`src/rtl/register_bank8.sv`:
```
// ---------------------------------------------------------------------------
// register_bank8
//   Eight-entry general-purpose register bank feeding the 8:1 bus mux.
//   R7 doubles as the program counter and can auto-increment. A sticky
//   "written" mask records which registers were explicitly written since
//   reset.
//
// Ports
//   Clock    in   1      rising-edge clock
//   Reset    in   1      synchronous, active-high; dominates all inputs
//   wr_en    in   1      write strobe
//   wr_addr  in   3      destination register index
//   wr_data  in   WIDTH  write data
//   pc_incr  in   1      increment R7 on this edge
//   R0..R7   out  WIDTH  registered contents, one port per register
//   written  out  8      bit i set once Ri has been written since reset
//   pc_wrap  out  1      one-cycle pulse when R7 wraps all-ones -> 0
//
// Interface timing: there is no valid/ready handshake. A write is accepted
// on every edge where wr_en is high and becomes visible on R0..R7 one cycle
// later; there is no write-through bypass.
// ---------------------------------------------------------------------------
module register_bank8 #(
    parameter int               WIDTH    = 16,
    parameter logic [WIDTH-1:0] PC_RESET = '0
) (
    input  logic             Clock,
    input  logic             Reset,
    input  logic             wr_en,
    input  logic [2:0]       wr_addr,
    input  logic [WIDTH-1:0] wr_data,
    input  logic             pc_incr,
    output logic [WIDTH-1:0] R0,
    output logic [WIDTH-1:0] R1,
    output logic [WIDTH-1:0] R2,
    output logic [WIDTH-1:0] R3,
    output logic [WIDTH-1:0] R4,
    output logic [WIDTH-1:0] R5,
    output logic [WIDTH-1:0] R6,
    output logic [WIDTH-1:0] R7,
    output logic [7:0]       written,
    output logic             pc_wrap
);

    localparam logic [WIDTH-1:0] pcStep = WIDTH'(1);

    logic [WIDTH-1:0] regFile [0:7];
    logic             writeToPc;
    logic             doIncr;

    // An explicit write to R7 takes priority over the auto-increment.
    assign writeToPc = wr_en && (wr_addr == 3'd7);
    assign doIncr    = pc_incr && !writeToPc;

    always_ff @(posedge Clock) begin
        if (Reset) begin
            for (int i = 0; i < 7; i++) begin
                regFile[i] <= '0;
            end
            regFile[7] <= PC_RESET;
            written    <= '0;
            pc_wrap    <= 1'b0;
        end else begin
            pc_wrap <= 1'b0;
            if (doIncr) begin
                regFile[7] <= regFile[7] + pcStep;
                // Wrap is judged on the value before the increment.
                pc_wrap    <= &regFile[7];
            end
            if (wr_en) begin
                regFile[wr_addr] <= wr_data;
                written[wr_addr] <= 1'b1;
            end
        end
    end

    assign R0 = regFile[0];
    assign R1 = regFile[1];
    assign R2 = regFile[2];
    assign R3 = regFile[3];
    assign R4 = regFile[4];
    assign R5 = regFile[5];
    assign R6 = regFile[6];
    assign R7 = regFile[7];

endmodule

```
`config.mk`:
```
export PLATFORM = sky130hd
export DESIGN_NAME = register_bank8
export DESIGN_NICKNAME = d
export VERILOG_FILES = /design/src/rtl/register_bank8.sv
export SDC_FILE = /design/constraint.sdc
export NUM_CORES = 1
export LEC_CHECK = 0
export CORE_MARGIN = 1
export CORE_UTILIZATION = 47
export CTS_CLUSTER_DIAMETER = 100
export DETAILED_ROUTE_END_ITERATION = 12
export PLACE_DENSITY = 0.79
export SYNTH_ARGS = -nofsm -noshare
export SYNTH_HDL_FRONTEND = slang
export SYNTH_SLANG_ARGS = --single-unit
```
`constraint.sdc`:
```
create_clock -name Clock -period 3.05 [get_ports Clock]
set_input_delay 0.7625 -clock Clock [delete_from_list [all_inputs] [get_ports Clock]]
set_output_delay 0.7625 -clock Clock [all_outputs]
set_load 0.1 [all_outputs]
```
======== Word-level counts from Yosys, hierarchy flattened ========
Memory sizes are Yosys's and may differ from the RTL's.
Index checks and enable logic that the tools add are counted.
storage, ports and cells
  memories ................................ 1
  bits of input ports ..................... 23
  memory bits (writable) .................. 128
  bits in registers ....................... 9
  word-level logic and storage cells ...... 31
cells by class
  mux-type cells .......................... 14
  magnitude comparators ................... 2
  add/subtract/negate cells ............... 1
  equality and inequality tests ........... 1
  bitwise logic cells ..................... 3
  reduce and logical (&&, ||, !) cells .... 7
memories
  memory   depth  width  rd ports  clocked after Yosys merged registers in  write ports  line  RTL
  regFile  8      16     8         0                                        8            47    logic [WIDTH-1:0] regFile [0:7];
operator list
  operator               number
  $mux 16                2
  $add 16x1->16 const B  1
  $reduce_and 16->1      1
  $reduce_or 16->1       1
  $mux 1                 10
  $or 8x8->8             1
  $lt 3x4->1 const B     1
  $demux 1 s3            1
  $eq 3x3->1 const B     1
  $ge 3x1->1 const B     1
  $logic_and 1x1->1      3
  $mux 3                 1
  $reduce_or 2->1        1
  $logic_not 1->1        1
  $not 1->1              1
  $or 1x1->1             1

======== Logic depth before layout (Yosys ltp) ========
Gate-level depths: netlist of run 1.
  depth in word-level cells ............... 8
  depth in mapped cells ................... 6
  mapped depth without buffers ............ 5

======== Least setup slack after synthesis of run 1 ========
No wires, ideal clock.
  path kind ............................... in2reg
  start point ............................. input port Reset
  end point ............................... memory regFile[4][0], enable pin
  required time ........................... 2.639 ns
  stages .................................. 4
  buffers on the path ..................... 1
  library setup time ...................... 0.411 ns
  path slack .............................. 0.343 ns
  arrival time ............................ 2.296 ns
  cells stage by stage .................... buf_2 nor2_1 nand2_1 o21ai_0
RTL lines
  what         line  RTL
  from (decl)  28    input logic Reset,
  to (decl)    47

==> results of run 1 <==
[where the power goes]
group | switching (mW) | leakage, nW | internal [mW]
combinational | 1.01 | 1.37 | 0.205
clock | 0.749 | 0.292 | 1.39
sequential | 0.0588 | 1.33 | 2.18
[logic make-up after synthesis]
family,count (synthesis),share of synthesized area (%)
AO/OA/AOI/OAI,26,2.787
XOR/XNOR,14,2.257
adder cells (fa/ha/maj),1,0.2303
buffers and inverters,15,1.175
flip-flops,137,74.07
AND/OR/NAND/NOR,176,19.48
[how the worst max path moves through the flow]
stage / from / endpoint / slack [ns]
final: wr_addr[2] / regFile[4][5] / 0.73
after global routing: wr_addr[2] / regFile[5][8] / 0.62
after CTS: wr_addr[2] / regFile[4][1] / 0.74
after detailed placement: wr_addr[2] / regFile[5][3] / 0.32
after global placement: wr_addr[2] / regFile[5][14] / 0.44
after floorplan: Reset / regFile[4][0] / 0.34
[metrics by stage]
step | instances | utilization [%]
floorplan | 369 | -
global placement | 668 | 62.47
detailed placement | 668 | 62.47
CTS | 700 | 68.09
global route | 700 | 68.09
finish | 700 | 68.09
[area by class of cell]
| type | count | area [um2] | share of cell area (%) |
|---|---|---|---|
| clock buffers | 20 | 446.7 | 5.947 |
| clock inverters | 12 | 173.9 | 2.316 |
| inverters | 4 | 15.01 | 0.1999 |
| multi-input cells | 217 | 1345 | 17.91 |
| flip-flops and latches | 137 | 4024 | 53.57 |
| well taps | 140 | 175.2 | 2.332 |
| repair buffers | 170 | 1331 | 17.72 |
[critical path: cells and delay by family]
| family | cells | cell delay, ns |
|---|---|---|
| AND/OR/NAND/NOR | 3 | 1.16 |
| buffers and inverters | 1 | 0.67 |
[Yosys cell counts]
cell type  instances
edfxtp_1         128
inv_1              4
and2_1           113
dfxtp_1            9
o21ai_1           12
nand4_1            2
nand3_1            5
nand4_2            1
nor3_4             1
a21o_1             7
ha_1               1
or2_2              4
clkbuf_1           5
xor2_1             1
or3_1              1
nor4_2             1
buf_2              6
nor4_4             1
nor3_1             4
a22o_1             1
nor3_2             3
xnor2_1           13
nand2b_1           1
and4_1             2
nand2_1           23
nor2_1            11
nor4_1             3
o21ai_0            6
[state kept, by name, summed over array words and instances, names as in the netlist]
signal	flops
pc_wrap	1
regFile	128
written	8
[layer usage]
layer,wire length [um],track usage [%],share of wire [%],up-vias
met4,154,7.905,1.2,0
met1,5241,28.62,41,1719
li1,-,-,-,1660
met2,6414,36.52,51,157
met5,0,0,0,-
met3,882,6.343,6.9,14
==> summary.md, run 1 <==
| Metric | Value |
|---|---|
| Setup TNS | `0 ns` |
| Commonest non-fill, non-tap cells in the layout | `buf_4, edfxtp_1, and2_1` |
| Place WS | `0.3183 ns` |
| Sink Count | `137` |
| Slowest-stage cell, CP | `nor2_1` |
| Worst clock skew | `0.002154 ns` |
| Power consumption | `5.590 mW` |
| P per Cell Area | `744.3 mW/mm2` |
| Average size of a mapped cell | `14.72 um2` |
| Critical Path AT | `2.59 ns` |
| Hold path start | `written[6]` |
| Slew headroom | `37.76%` |
| CTS max path bufs | `2` |
| Mapped cell area | `0.005433 mm2` |
| Chip height | `109.5 um` |
| #FFs+latches synth | `137` |
| Initial DRC count | `175` |
| Initial antenna violation count | `0` |
| Antenna Violating Nets Remaining | `0` |
| Reg2Reg Depth | `5` |
| Share of cells above drive strength 1 | `33.75%` |
| Syn nets | `393` |
| YS warnings | `0` |
| Hold_ws | `0.4509 ns` |
| Max Cap Viol | `0` |
| Post-Route WL | `12.69 mm` |
| Area growth syn-to-layout | `38.25%` |
| Hold path depth | `1` |
| Grt ovf | `0` |
| Reg2reg end | `regFile[7][14]` |
| Post-CTS Setup Bufs | `0` |
| HP Class | `flip-flop to flip-flop` |
| Top post-synthesis cells by area | `edfxtp_1, and2_1, dfxtp_1` |
| Data required, critical path | `3.32 ns` |
| RSZ-0062 raised after global routing | `false` |
| Slew Viols, Final | `0` |
| Number of global-route vias before repair | `3,387` |
| Worst skew pair latency | `0.41 ns` |
| Overall track demand over capacity in global routing | `22.35%` |
| Hold buffer count at cts | `0` |
| Antenna Cells | `0` |
| CTS tree | `built` |
| Final #Nets | `571` |
| Leakage dissipation | `2.989 nW` |
| Mapped Cells | `369` |
| Initial Util | `49.25%` |
| DRT Pass-1 Iters | `4` |
| Most common cell after layout, fill and taps aside | `buf_4` |
| Placer Congestion | `0.8618` |
| Worst-path clk slew | `0.06 ns` |
| Max Fclk | `431.0 MHz` |
| Setup violators final | `0` |
| CP Launch Type | `input port` |
| First-pass GRT wire length | `18.82 mm` |
| Reg2Reg Setup Slack | `1.22 ns` |
| Crit. End Element | `flip-flop` |
| Reg-to-Reg Start | `regFile[7][0]` |
| Share of Yosys cell area claimed by the top area cell type | `70.75%` |
| Maximum vdd drop | `398.6 uV` |
| PortBufs | `159` |
| PostCTS Resize Cnt | `0` |
| Placed cell areas | `0.006890 mm2` |
| Final Hold Vio Count | `0` |
| Worst-path cell chain | `clkdlybuf4s50_1, nand2_1, nor2_1, and2_1` |
| Fin crit share | `76.08%` |
| Unique masters post-synth | `28` |
| Critical path peak fanout | `17` |
| Status | `completed` |
| Rows | `38` |
| FILL cells | `784` |
| Synth area leader | `edfxtp_1` |
| H-tree depth | `4` |
| Post-route cell area | `0.007511 mm2` |
| Die width | `109.5 um` |
| Worst Tran Pin Value | `0.9302 ns` |
| DP HPWL | `8.665 mm` |
| Drt drc | `0` |
| Final min period | `2.320 ns` |
| Die ar. | `0.01199 mm2` |
| Core Area | `0.01103 mm2` |
| Root buffer cell | `clkbuf_16` |
| Hold-critical path endpoint | `written[6]` |
| Via density | `5.071` |
| Via count | `3,550` |
| Avg WL per Cell | `18.13 um` |
| Max incr delay on CP | `0.74 ns` |
| Final worst slack | `0.7297 ns` |
| CP Class | `input port to flip-flop` |
| Cts bufs inserted | `17` |
| I/O pin cnt | `160` |
| Sequential area share after synthesis | `74.07%` |
| Largest net degree at the start of global routing | `18` |
Power figures use the tool's default switching activity.
==> run 2, diff against run 1 <==
Clock period 3.05 ns to 2.4 ns, I/O delays scaled along.
==> summary.md, run 2 (synthesis results as in run 1) <==
| Metric | Value |
|---|---|
| Slew Viols, Final | `0 (unchanged)` |
| DP HPWL | `8.996 mm (+3.8%)` |
| Initial antenna violation count | `0 (unchanged)` |
| HP Class | `flip-flop to flip-flop` |
| Placer Congestion | `0.8557 (-0.71%)` |
| Leakage dissipation | `3.046 nW (+1.9%)` |
| Data required, critical path | `2.67 ns (-0.65 ns)` |
| Drt drc | `0 (unchanged)` |
| DRT Pass-1 Iters | `4 (unchanged)` |
| H-tree depth | `4 (unchanged)` |
| CTS tree | `built` |
| Max Fclk | `477.7 MHz` |
| Root buffer cell | `clkbuf_16` |
| Post-CTS Setup Bufs | `0 (unchanged)` |
| Worst clock skew | `0.005305 ns (+0.003151 ns)` |
| Share of cells above drive strength 1 | `34.62% (+0.87 points)` |
| Final Hold Vio Count | `0 (unchanged)` |
| RSZ-0062 raised after global routing | `false` |
| Initial Util | `49.25% (unchanged)` |
| Most flop-heavy register | `regFile` |
| Crit. End Element | `flip-flop` |
| Fin crit share | `87.23%` |
| Worst skew pair latency | `0.41 ns (about the same)` |
| Grt ovf | `0 (unchanged)` |
| Commonest non-fill, non-tap cells in the layout | `buf_4, edfxtp_1, and2_1` |
| P per Cell Area | `927.8 mW/mm2 (+25%)` |
| Antenna Cells | `0 (unchanged)` |
| Most common cell after layout, fill and taps aside | `buf_4` |
| Initial DRC count | `168 (-4.0%)` |
| Largest regs | `regFile: 128 flops, written: 8 flops, pc_wrap: 1 flops` |
| Core Area | `0.01103 mm2 (unchanged)` |
| Via density | `5.045 (-0.52%)` |
| First-pass GRT wire length | `19.40 mm (+3.1%)` |
| Via count | `3,592 (+1.2%)` |
| Critical Path AT | `2.36 ns (-0.23 ns)` |
| Setup violators final | `0 (unchanged)` |
| Die width | `109.5 um (unchanged)` |
| Sink Count | `137 (unchanged)` |
| Worst-path clk slew | `0.05 ns (about the same)` |
| Slew headroom | `37.08% (-0.67 points)` |
| PortBufs | `159 (unchanged)` |
| Worst Tran Pin Value | `0.9403 ns (+0.01009 ns)` |
| Post-Route WL | `12.99 mm (+2.3%)` |
| Antenna Violating Nets Remaining | `0 (unchanged)` |
| Status | `completed` |
| CP Class | `input port to flip-flop` |
| Power consumption | `7.035 mW (+26%)` |
| Maximum vdd drop | `445.5 uV (+12%)` |
| Largest net degree at the start of global routing | `18 (unchanged)` |
| PostCTS Resize Cnt | `0 (unchanged)` |
| Max Cap Viol | `0 (unchanged)` |
| Die ar. | `0.01199 mm2 (unchanged)` |
| Final #Nets | `583 (+2.1%)` |
| I/O pin cnt | `160 (unchanged)` |
| Rows | `38 (unchanged)` |
| Chip height | `109.5 um (unchanged)` |
| Avg WL per Cell | `18.24 um (+0.62%)` |
| Hold buffer count at cts | `0 (unchanged)` |
| Overall track demand over capacity in global routing | `22.90% (+0.55 points)` |
| Area growth syn-to-layout | `39.57%` |
| Largest register FFs | `128 (unchanged)` |
| Number of global-route vias before repair | `3,493 (+3.1%)` |
| Critical path peak fanout | `17 (unchanged)` |
| CP Launch Type | `input port` |
| CTS max path bufs | `2 (unchanged)` |
| Final min period | `2.094 ns` |
| Cts bufs inserted | `17 (unchanged)` |
| Setup TNS | `0 ns (unchanged)` |
-- run 2: changes by cell type in the layout (fill, tap and decap cells not counted) --
cell        change
buf_4          +12
clkinvlp_4      -3
clkbuf_1        +2
clkbuf_8        +2
bufinv_16       -1
clkinv_1        +1
clkinv_2        -1
clkinv_4        +1
inv_6           -1
-- run 2: layout make-up --
type	instances	area, um2
clock buffer	24	481.7
multi-input combinational	217	1345
sequential	137	4024
inverter	4	15.01
clock inverter	8	120.1
timing repair buffer	182	1421
tap	140	175.2
fill	780	3448
-- run 2: layer usage --
metal / up-vias / global-route usage (%) / routed length (um) / share of wire, %
li1: 1685 / - / - / -
met1: 1736 / 29.84 / 5291 / 41
met2: 159 / 37.47 / 6536 / 50
met3: 12 / 6.580 / 1032 / 7.9
met4: 0 / 6.667 / 129 / 0.99
met5: - / 0 / 0 / 0
-- run 2: through the flow --
| step | worst slack, ns | utilization (%) | cell area, um2 | hold WS, ns | instances |
|---|---|---|---|---|---|
| 2_1_floorplan | -0.1450 | - | 5433 | 0.7871 | 369 |
| 4_1_cts | 0.2946 | 68.74 | 7582 | 0.4694 | 712 |
| 3_5_place_dp | -0.09641 | 63.28 | 6980 | 0.4556 | 680 |
| 6_report | 0.3065 | 68.74 | 7582 | 0.4671 | 712 |
| 3_3_place_gp | -0.008607 | 63.28 | 6980 | 0.4393 | 680 |
| 5_1_grt | 0.1657 | 68.74 | 7582 | 0.4869 | 712 |
-- run 2: worst max-delay path, stage by stage --
cell             delay [ns]
clkdlybuf4s50_1        0.54
nor2_1                 0.15
nand2_1                0.10
nor2_1                 0.72
and2_1                 0.23
-- run 2: path summary, 6_finish.rpt --
path / startpoint / to / slack [ns] / cells after the start
max: wr_addr[1] / regFile[4][0] / 0.31 / 5
min: written[6] / written[6] / 0.47 / 1
max reg2reg: regFile[7][0] / regFile[7][14] / 0.56 / 5
min reg2reg: written[6] / written[6] / 0.47 / 1
-- run 2: where the power goes --
part,switching [mW],internal [mW]
clock network,0.916,1.71
registers,0.0767,2.77
logic,1.29,0.272
==> run 3, diff against run 2 <==
Settings changed: CELL_PAD_IN_SITES_DETAIL_PLACEMENT from default to 0, CELL_PAD_IN_SITES_GLOBAL_PLACEMENT from default to 1, CORE_UTILIZATION 47 to 38.
==> summary.md, run 3 (synthesis results as in run 1) <==
| Metric | Value |
|---|---|
| Status | `completed` |
| FILL cells | `1,183 (+52%)` |
| Via density | `4.760 (-5.7%)` |
| Max Cap Viol | `0 (unchanged)` |
| Data required, critical path | `2.68 ns (about the same)` |
| Rows | `43 (+13%)` |
| DP HPWL | `9.245 mm (+2.8%)` |
| Largest register FFs | `128 (unchanged)` |
| Core Area | `0.01393 mm2 (+26%)` |
| Storage element area | `0.004024 mm2 (unchanged)` |
| I/O pin cnt | `160 (unchanged)` |
| HP Class | `flip-flop to flip-flop` |
| Root buffer cell | `clkbuf_16` |
| Hold buffer count at cts | `0 (unchanged)` |
| Crit. End Element | `flip-flop` |
| Post-CTS Setup Bufs | `0 (unchanged)` |
| Critical path peak fanout | `17 (unchanged)` |
| Drt drc | `0 (unchanged)` |
| Worst clock skew | `0.004863 ns (-0.0004415 ns)` |
| Utilization after layout | `54.84% (-14 points)` |
| Post-route cell area | `0.007642 mm2 (+0.79%)` |
| DRT Pass-1 Iters | `4 (unchanged)` |
| Placer Congestion | `0.8251 (-3.6%)` |
| Worst skew pair latency | `0.42 ns (about the same)` |
| Multi-input logic area | `0.001345 mm2 (unchanged)` |
| H-tree depth | `4 (unchanged)` |
| Reg2reg end | `regFile[7][14]` |
| Worst Tran Pin Value | `0.9674 ns (+0.02709 ns)` |
| Largest regs | `regFile: 128 flops, written: 8 flops, pc_wrap: 1 flops` |
| Reg2Reg Depth | `5 (unchanged)` |
| Slew headroom | `35.27% (-1.8 points)` |
| Hold path start | `written[6]` |
| Reg-to-Reg Start | `regFile[7][0]` |
| Hold-critical path endpoint | `written[6]` |
| Commonest non-fill, non-tap cells in the layout | `buf_4, edfxtp_1, and2_1` |
| Maximum vdd drop | `352.5 uV (-21%)` |
| Hold path depth | `1 (unchanged)` |
| CP Class | `input port to flip-flop` |
| Setup violators final | `0 (unchanged)` |
| PortBufs | `159 (unchanged)` |
| Reg2Reg Setup Slack | `0.62 ns (+0.06 ns)` |
| Initial antenna violation count | `0 (unchanged)` |
| Most flop-heavy register | `regFile` |
| Placed cell areas | `0.007093 mm2 (+1.6%)` |
| Final #Nets | `583 (unchanged)` |
| Initial Util | `38.99% (-10 points)` |
| Grt ovf | `0 (unchanged)` |
| CTS tree | `built` |
| First-pass GRT wire length | `19.87 mm (+2.4%)` |
| P per Cell Area | `896.6 mW/mm2 (-3.4%)` |
| Die width | `121.6 um (+11%)` |
| Avg WL per Cell | `17.77 um (-2.6%)` |
| Largest net degree at the start of global routing | `18 (unchanged)` |
| Share of cells above drive strength 1 | `34.27% (-0.35 points)` |
| Area growth syn-to-layout | `40.67%` |
| Chip height | `121.6 um (+11%)` |
| Antenna Violating Nets Remaining | `0 (unchanged)` |
| M2 GR Usage | `30.18% (-7.3 points)` |
| Cts bufs inserted | `17 (unchanged)` |
| Hold_ws | `0.4610 ns (-0.006087 ns)` |
| Initial DRC count | `185 (+10%)` |
| Sink Count | `137 (unchanged)` |
| Worst-path clk slew | `0.05 ns (about the same)` |
| Die ar. | `0.01478 mm2 (+23%)` |
| Most common cell after layout, fill and taps aside | `buf_4` |
| Overall track demand over capacity in global routing | `18.80% (-4.1 points)` |
| Final min period | `2.093 ns (-0.0009780 ns)` |
| Leakage dissipation | `3.038 nW (-0.25%)` |
| Max Fclk | `477.9 MHz (about the same)` |
| Critical Path AT | `2.37 ns (about the same)` |
| GR met3 Demand/Resource | `4.494% (-2.1 points)` |
| Most Crowded Layer GR | `met2` |
| CTS max path bufs | `2 (unchanged)` |
| Number of global-route vias before repair | `3,443 (-1.4%)` |
| Met1 GRT Util | `24.79% (-5.1 points)` |
| Final Hold Vio Count | `0 (unchanged)` |
| Via count | `3,584 (-0.22%)` |
| Post-Route WL | `13.38 mm (+3.0%)` |
| Fin crit share | `87.19% (about the same)` |
| RSZ-0062 raised after global routing | `false` |
| CP Launch Type | `input port` |
| PostCTS Resize Cnt | `0 (unchanged)` |
| Slew Viols, Final | `0 (unchanged)` |
| Setup TNS | `0 ns (unchanged)` |
[run 3: where the power goes]
| part | internal, mW | switching, mW | leakage [nW] |
|---|---|---|---|
| sequential | 2.77 | 0.0757 | 1.33 |
| combinational | 0.283 | 1.30 | 1.45 |
| clock | 1.51 | 0.921 | 0.263 |
| total | 4.56 | 2.29 | 3.04 |
[run 3: per-stage QoR]
step,power (mW),setup slack (ns),instances
CTS,6.909,0.3154,752
global route,7.031,0.1297,752
global placement,4.466,-0.01129,720
finish,6.852,0.3075,753
floorplan,4.075,-0.1450,369
detailed placement,4.475,-0.09993,720
[run 3: how the worst max path moves through the flow]
| stage | startpoint | end | slack (ns) |
|---|---|---|---|
| after floorplan | Reset | regFile[4][0] | -0.14 |
| after global placement | Reset | regFile[5][11] | -0.01 |
| after detailed placement | wr_addr[0] | regFile[4][10] | -0.1 |
| after CTS | wr_addr[0] | regFile[4][3] | 0.32 |
| after global routing | wr_addr[0] | regFile[4][3] | 0.13 |
| final | wr_addr[0] | regFile[4][3] | 0.31 |
[run 3: layout make-up]
type,count,area share [%]
clock buffers,22,5.812
flip-flops and latches,137,52.65
diodes,1,0.03274
well taps,180,2.947
inverters,4,0.1965
multi-input cells,217,17.60
repair buffers,182,19.42
clock inverters,10,1.342
[run 3: critical path: stages]
cell             delay, ns
clkdlybuf4s50_1       0.48
nand2b_1              0.26
nor2_1                0.78
and2_1                0.24
[run 3: routing by layer]
metal,vias to the layer above,part of all wire (%)
li1,1689,-
met1,1746,43
met2,134,50
met3,15,6.0
met4,0,1.4
met5,-,0
